**config.mk**
```make
export PLATFORM = sky130hd
export DESIGN_NAME = uart_rx_ctrl_flat
export DESIGN_NICKNAME = d
export VERILOG_FILES = /design/src/rtl/uart_rx_ctrl_if.sv /design/src/rtl/uart_rx_ctrl.sv /design/src/flat_wrapper.sv
export SDC_FILE = /design/constraint.sdc
export NUM_CORES = 1
export LEC_CHECK = 0
export CAP_MARGIN = 10
export CORE_ASPECT_RATIO = 1.25
export CORE_MARGIN = 3
export CORE_UTILIZATION = 50
export DETAILED_ROUTE_END_ITERATION = 10
export PLACE_DENSITY_LB_ADDON = 0.1
export SYNTH_ARGS = -nofsm -noshare
export SYNTH_HDL_FRONTEND = slang
export SYNTH_SLANG_ARGS = --single-unit
export TNS_END_PERCENT = 100
```
**constraint.sdc**
```tcl
create_clock -name clk -period 2.9 [get_ports clk]
set_input_delay 0.58 -clock clk [delete_from_list [all_inputs] [get_ports clk]]
set_output_delay 0.58 -clock clk [all_outputs]
set_load 0.05 [all_outputs]
```
**src/rtl/uart_rx_ctrl_if.sv**
```systemverilog
// uart_rx_ctrl_if: receiver-core side and host-side byte consumer signals of uart_rx_ctrl
interface uart_rx_ctrl_if #(parameter int DBIT = 8, parameter int FIFO_AW = 2);
    logic rx_out, s_tick, rx_done_tick;
    logic [DBIT-1:0] rx_dout;
    logic rd, clr_err, rx_empty, rx_full, overrun, frame_err;
    logic [7:0] r_data;
    logic [FIFO_AW:0] count;
    modport master(
        output rx_out, s_tick, r_data, rx_empty, rx_full, count, overrun, frame_err,
        input rx_done_tick, rx_dout, rd, clr_err
    );
    modport slave(
        input rx_out, s_tick, r_data, rx_empty, rx_full, count, overrun, frame_err,
        output rx_done_tick, rx_dout, rd, clr_err
    );
endinterface

```
**src/rtl/uart_rx_ctrl.sv**
```systemverilog
// uart_rx_ctrl: rx line synchroniser, 16x tick generator and FWFT byte FIFO with sticky error flags
module uart_rx_ctrl #(
    parameter int DBIT = 8,
    parameter int DVSR_W = 11,
    parameter int FIFO_AW = 2
) (
    input  logic              clk,
    input  logic              reset_n,
    input  logic              en,
    input  logic [DVSR_W-1:0] dvsr,
    input  logic              rx_in,
    uart_rx_ctrl_if.master    bus
);
    localparam int DEPTH = 2 ** FIFO_AW;
    logic sync1, rx_sync, tick, push, pop, wr, full, empty, ovr, fe;
    logic [DVSR_W-1:0] cnt;
    logic [FIFO_AW-1:0] wr_ptr, rd_ptr;
    logic [FIFO_AW:0] occ;
    logic [DBIT-1:0] din;
    logic [7:0] mem [DEPTH];
    assign din = bus.rx_dout;
    // >= rather than == so a divisor lowered below the running count fires at once
    assign tick = cnt >= dvsr;
    assign full = occ == (FIFO_AW+1)'(DEPTH);
    assign empty = occ == '0;
    assign push = bus.rx_done_tick & en;
    assign pop = bus.rd & ~empty;
    // a full FIFO accepts the push only when the same cycle frees a slot
    assign wr = push & (~full | pop);
    always_ff @(posedge clk or negedge reset_n)
        if (!reset_n) begin
            sync1 <= 1'b1;
            rx_sync <= 1'b1;
            cnt <= '0;
            wr_ptr <= '0;
            rd_ptr <= '0;
            occ <= '0;
            ovr <= 1'b0;
            fe <= 1'b0;
        end else begin
            sync1 <= rx_in;
            rx_sync <= sync1;
            cnt <= en ? (tick ? '0 : cnt + 1'b1) : '0;
            wr_ptr <= wr_ptr + FIFO_AW'(wr);
            rd_ptr <= rd_ptr + FIFO_AW'(pop);
            occ <= occ + (FIFO_AW+1)'(wr) - (FIFO_AW+1)'(pop);
            ovr <= (push & full & ~pop) | (ovr & ~bus.clr_err);
            fe <= (push & ~rx_sync) | (fe & ~bus.clr_err);
        end
    always_ff @(posedge clk)
        if (wr) mem[wr_ptr] <= din[7:0];
    assign bus.rx_out = en ? rx_sync : 1'b1;
    assign bus.s_tick = en & tick;
    assign bus.r_data = empty ? 8'h00 : mem[rd_ptr];
    assign bus.rx_empty = empty;
    assign bus.rx_full = full;
    assign bus.count = occ;
    assign bus.overrun = ovr;
    assign bus.frame_err = fe;
endmodule

```
**src/flat_wrapper.sv**
```systemverilog
// flat-port wrapper written by rule: the top's interface ports become plain ports
module uart_rx_ctrl_flat 
#(
    parameter int DBIT = 8,
    parameter int DVSR_W = 11,
    parameter int FIFO_AW = 2
)
  (clk, reset_n, en, dvsr, rx_in, bus_rx_out, bus_s_tick, bus_r_data, bus_rx_empty, bus_rx_full, bus_count, bus_overrun, bus_frame_err, bus_rx_done_tick, bus_rx_dout, bus_rd, bus_clr_err);
  uart_rx_ctrl_if #(.DBIT(DBIT), .FIFO_AW(FIFO_AW)) bus_i ();
  input  logic clk;
  input  logic reset_n;
  input  logic en;
  input  logic [DVSR_W-1:0] dvsr;
  input  logic rx_in;
  output wire logic [$bits(bus_i.rx_out)-1:0] bus_rx_out;
  output wire logic [$bits(bus_i.s_tick)-1:0] bus_s_tick;
  output wire logic [$bits(bus_i.r_data)-1:0] bus_r_data;
  output wire logic [$bits(bus_i.rx_empty)-1:0] bus_rx_empty;
  output wire logic [$bits(bus_i.rx_full)-1:0] bus_rx_full;
  output wire logic [$bits(bus_i.count)-1:0] bus_count;
  output wire logic [$bits(bus_i.overrun)-1:0] bus_overrun;
  output wire logic [$bits(bus_i.frame_err)-1:0] bus_frame_err;
  input wire logic [$bits(bus_i.rx_done_tick)-1:0] bus_rx_done_tick;
  input wire logic [$bits(bus_i.rx_dout)-1:0] bus_rx_dout;
  input wire logic [$bits(bus_i.rd)-1:0] bus_rd;
  input wire logic [$bits(bus_i.clr_err)-1:0] bus_clr_err;
  assign bus_rx_out = bus_i.rx_out;
  assign bus_s_tick = bus_i.s_tick;
  assign bus_r_data = bus_i.r_data;
  assign bus_rx_empty = bus_i.rx_empty;
  assign bus_rx_full = bus_i.rx_full;
  assign bus_count = bus_i.count;
  assign bus_overrun = bus_i.overrun;
  assign bus_frame_err = bus_i.frame_err;
  assign bus_i.rx_done_tick = bus_rx_done_tick;
  assign bus_i.rx_dout = bus_rx_dout;
  assign bus_i.rd = bus_rd;
  assign bus_i.clr_err = bus_clr_err;
  uart_rx_ctrl #(.DBIT(DBIT), .DVSR_W(DVSR_W), .FIFO_AW(FIFO_AW)) u_core (.clk(clk), .reset_n(reset_n), .en(en), .dvsr(dvsr), .rx_in(rx_in), .bus(bus_i));
endmodule
```
==> qor.yml, run 1 <==
sta:
  setup_tns_ps: 0
  hold_viol: 0
  fin_ws_ps: 126
  min_period_ps: 2770
  fmax_mhz: 360
  post-route-period-util_pct: 95.7
  final-setup-viol-count: 0
  slew_violations: 0
  max-slew-margin-rel_pct: 40.9
  tightestPinTransition_ps: 886
  fin_worst_skew_ps: 8.78
floorplan:
  start_util_pct: 54.0
  fp.coreArea_sq_mm: 0.00456
  die_area_sq_mm: 0.00581
  ios: 43
  dieWidth_um: 68.8
  num_rows: 27
  die_h_um: 84.5
drt:
  drt-met1-wl_um: 1650
  wire_per_inst_um: 14.9
  drt_wl_total_um: 4320
  drt_iter0_markers: 43
  drc: 0
  highest_layer: "met4"
  wl_met2_um: 2400
  first_pass_iters: 4
  vias: 1501
  routed-wl-met3_um: 180
  routed_via_density: 5.18
  ant_nets: 0
clocking:
  ctsHoldBuffers: 0
  cts_made_buffers: 5
  cts_tree: "built"
  root_buffer: "clkbuf_8"
  clock-sinks: 54
  ctsLongestPathBuffers: 2
  clk_latency_ps: 300
  cts.clk_slew.worst_paths_ps: 90
  htreeDepth: 2
logic_synthesis:
  synth-async-reset-ratio_pct: 40.7
  synth_edf_count: 32
  synth_cells: 180
  ys_top_cells_by_area: "edfxtp_1 (39%), dfrtp_1 (20%), ha_1 (8.1%)"
  synth_top_area_share_pct: 39.0
  syn_nets: 223
  ys_ff_latch: 54
  synth.distinct_cells: 32
  synth_top_area_cell: "edfxtp_1"
  yosys_warnings: 0
  synth.cell_area_sq_mm: 0.00246
  syn_avg_cell_area_sq_um: 13.7
  synth-seq-area-share_pct: 61.5
  yosys_most_used_dff: "edfxtp_1"
flow_run:
  drv_cap: 0
critical_path:
  crit_arrival_ps: 2190
  startpoint_type: "input pin"
  rrSetupSlack_ps: 810
  worst_setup_path_end_kind: "output port"
  worstPathMaxFanout: 2
  crit_type: "in2out"
  crit_chain: "clkdlybuf4s50_1 -> inv_1 -> ha_1 -> a21oi_1 -> o21ai_1 -> a21oi_2 -> o211ai_1 -> and2_4 -> buf_12"
  cp_data_required_time_ps: 2320
  cpPeakStageDelay_ps: 450
  worst_path_max_delay_cell: "clkdlybuf4s50_1"
grt:
  antenna_found_initial: 0
  grtUsageTotal_pct: 16.5
  gr-total-overflow: 0
  grt_pass1_vias: 1609
  grt_pass1_wl_um: 7010
  grt_max_degree: 23
place:
  numPortBuffers: 42
  pre_cts_ws_ps: 38.2
  hpwl_um: 3350
  dp.cells: 282
  place_area_sq_mm: 0.00299
  gp_congestion: 0.775
layout:
  instances_no_fill: 290
  area_delta_synth_final_pct: 26.0
  diodes: 0
  fin_util_pct: 68.0
  nets: 274
  final_cell_area_sq_mm: 0.00310
  drive_gt1_share_pct: 13.4
pwr:
  p_per_area_mw_per_mm2: 821
  ir_drop_v: 0.000376
  p_leak_uw: 0.00133
min_path:
  hold_path_class: "reg2reg"
status:
  status: "completed"
[kinds of logic after synthesis]
family | Yosys count | share of synthesized area (%)
AOI/OAI and AO/OA | 12 | 3.00
xor gates and xnor gates | 13 | 4.62
adders and majority gates | 17 | 8.94
buffers and inverters | 23 | 3.61
DFF | 54 | 61.5
muxes | 8 | 7.32
and+or+nand+nor | 53 | 11.0
[power by group]
| part | internal, uW | leakage [uW] | switching (uW) |
|---|---|---|---|
| logic | 456 | 0.000725 | 630 |
| clock network | 170 | 0.0000374 | 234 |
| registers | 929 | 0.000570 | 127 |
| total | 1550 | 0.00133 | 991 |
[worst max-delay path, delay by kind of cell]
family,cells,cell delay [ps]
AO/OA/AOI/OAI,4,500
adder cells (fa/ha/maj),1,300
buffers and inverters,3,630
AND/OR/NAND/NOR,1,180
[cell usage in the layout, fill, tap and decap left out, types with 2 or more instances in the layout]
cell type	n
dfstp_2	2
nor2_1	17
xnor2_1	6
nand2_1	7
and2b_1	7
nor2b_1	3
a21oi_1	4
xor2_1	7
dlymetal6s2s_1	7
nor3_1	2
nand3_1	7
inv_1	19
mux4_2	8
dfrtp_1	19
and3_1	2
edfxtp_1	32
clkdlybuf4s50_1	32
clkbuf_8	5
ha_1	16
nand4_1	2
buf_4	7
clkinvlp_4	2
[area by class of cell]
type | count | area, sq um
multi-input cells | 103 | 871
clock buffers | 6 | 72.6
inverters | 20 | 75.1
fillers | 348 | 1460
repair buffers | 47 | 480
well taps | 58 | 72.6
flip-flops and latches | 54 | 1520
clock inverters | 2 | 15.0
[state kept, by name (all words and copies together), names as in the netlist]
name / flops
u_core.mem: 32
u_core.bus.overrun: 1
u_core.rx_sync: 1
u_core.sync1: 1
u_core.bus.frame_err: 1
u_core.rd_ptr: 2
u_core.bus.count: 3
u_core.wr_ptr: 2
u_core.cnt: 11
[stage by stage]
step	hold WS (ps)	power, uW
6_report	363	2550
5_1_grt	369	2680
2_1_floorplan	284	1810
3_3_place_gp	347	2150
3_5_place_dp	351	2180
4_1_cts	365	2590
[per-layer routing]
layer / up-vias / track usage [%]
met5: - / 0
met4: 0 / 6.21
met3: 8 / 3.75
met2: 34 / 30.2
met1: 726 / 17.5
li1: 733 / -
[worst paths after layout]
path / from / end / cells after the start
worst max-delay path: dvsr[2] / bus_s_tick / 9
worst min-delay path: u_core.sync1 / u_core.rx_sync / 0
worst max register to register: u_core.cnt[2] / u_core.cnt[2] / 6
worst min register to register: u_core.sync1 / u_core.rx_sync / 0
max in group asynchronous: reset_n / u_core.rx_sync / 2
min in group asynchronous: reset_n / u_core.bus.overrun / 2
[timing repair]
action                     in CTS  in global routing
setup buffers                   0                  0
pin swaps                       0                  1
gates resized for setup         1                 10
setup endpoints to repair       7                  8
[synth_stat cells, drive strengths merged, types with 2 or more instances]
library cell  number
edfxtp            32
dfrtp             20
inv               20
nor2              17
ha                16
mux4               8
and2b              7
nand2              7
nand3              7
xor2               7
xnor2              6
a21oi              5
nor2b              3
nor3               3
and3               2
buf                2
dfstp              2
nand4              2
o21ai              2
Power figures use the tool's default switching activity.
==> run 2, diff against run 1 <==
--- a/config.mk
+++ b/config.mk
@@ -14,4 +14,3 @@
 export SYNTH_ARGS = -nofsm -noshare
 export SYNTH_HDL_FRONTEND = slang
 export SYNTH_SLANG_ARGS = --single-unit
-export TNS_END_PERCENT = 100
==> results of run 2 <==
Same layout as run 1: the final DEF is identical, and so are final timing and power.
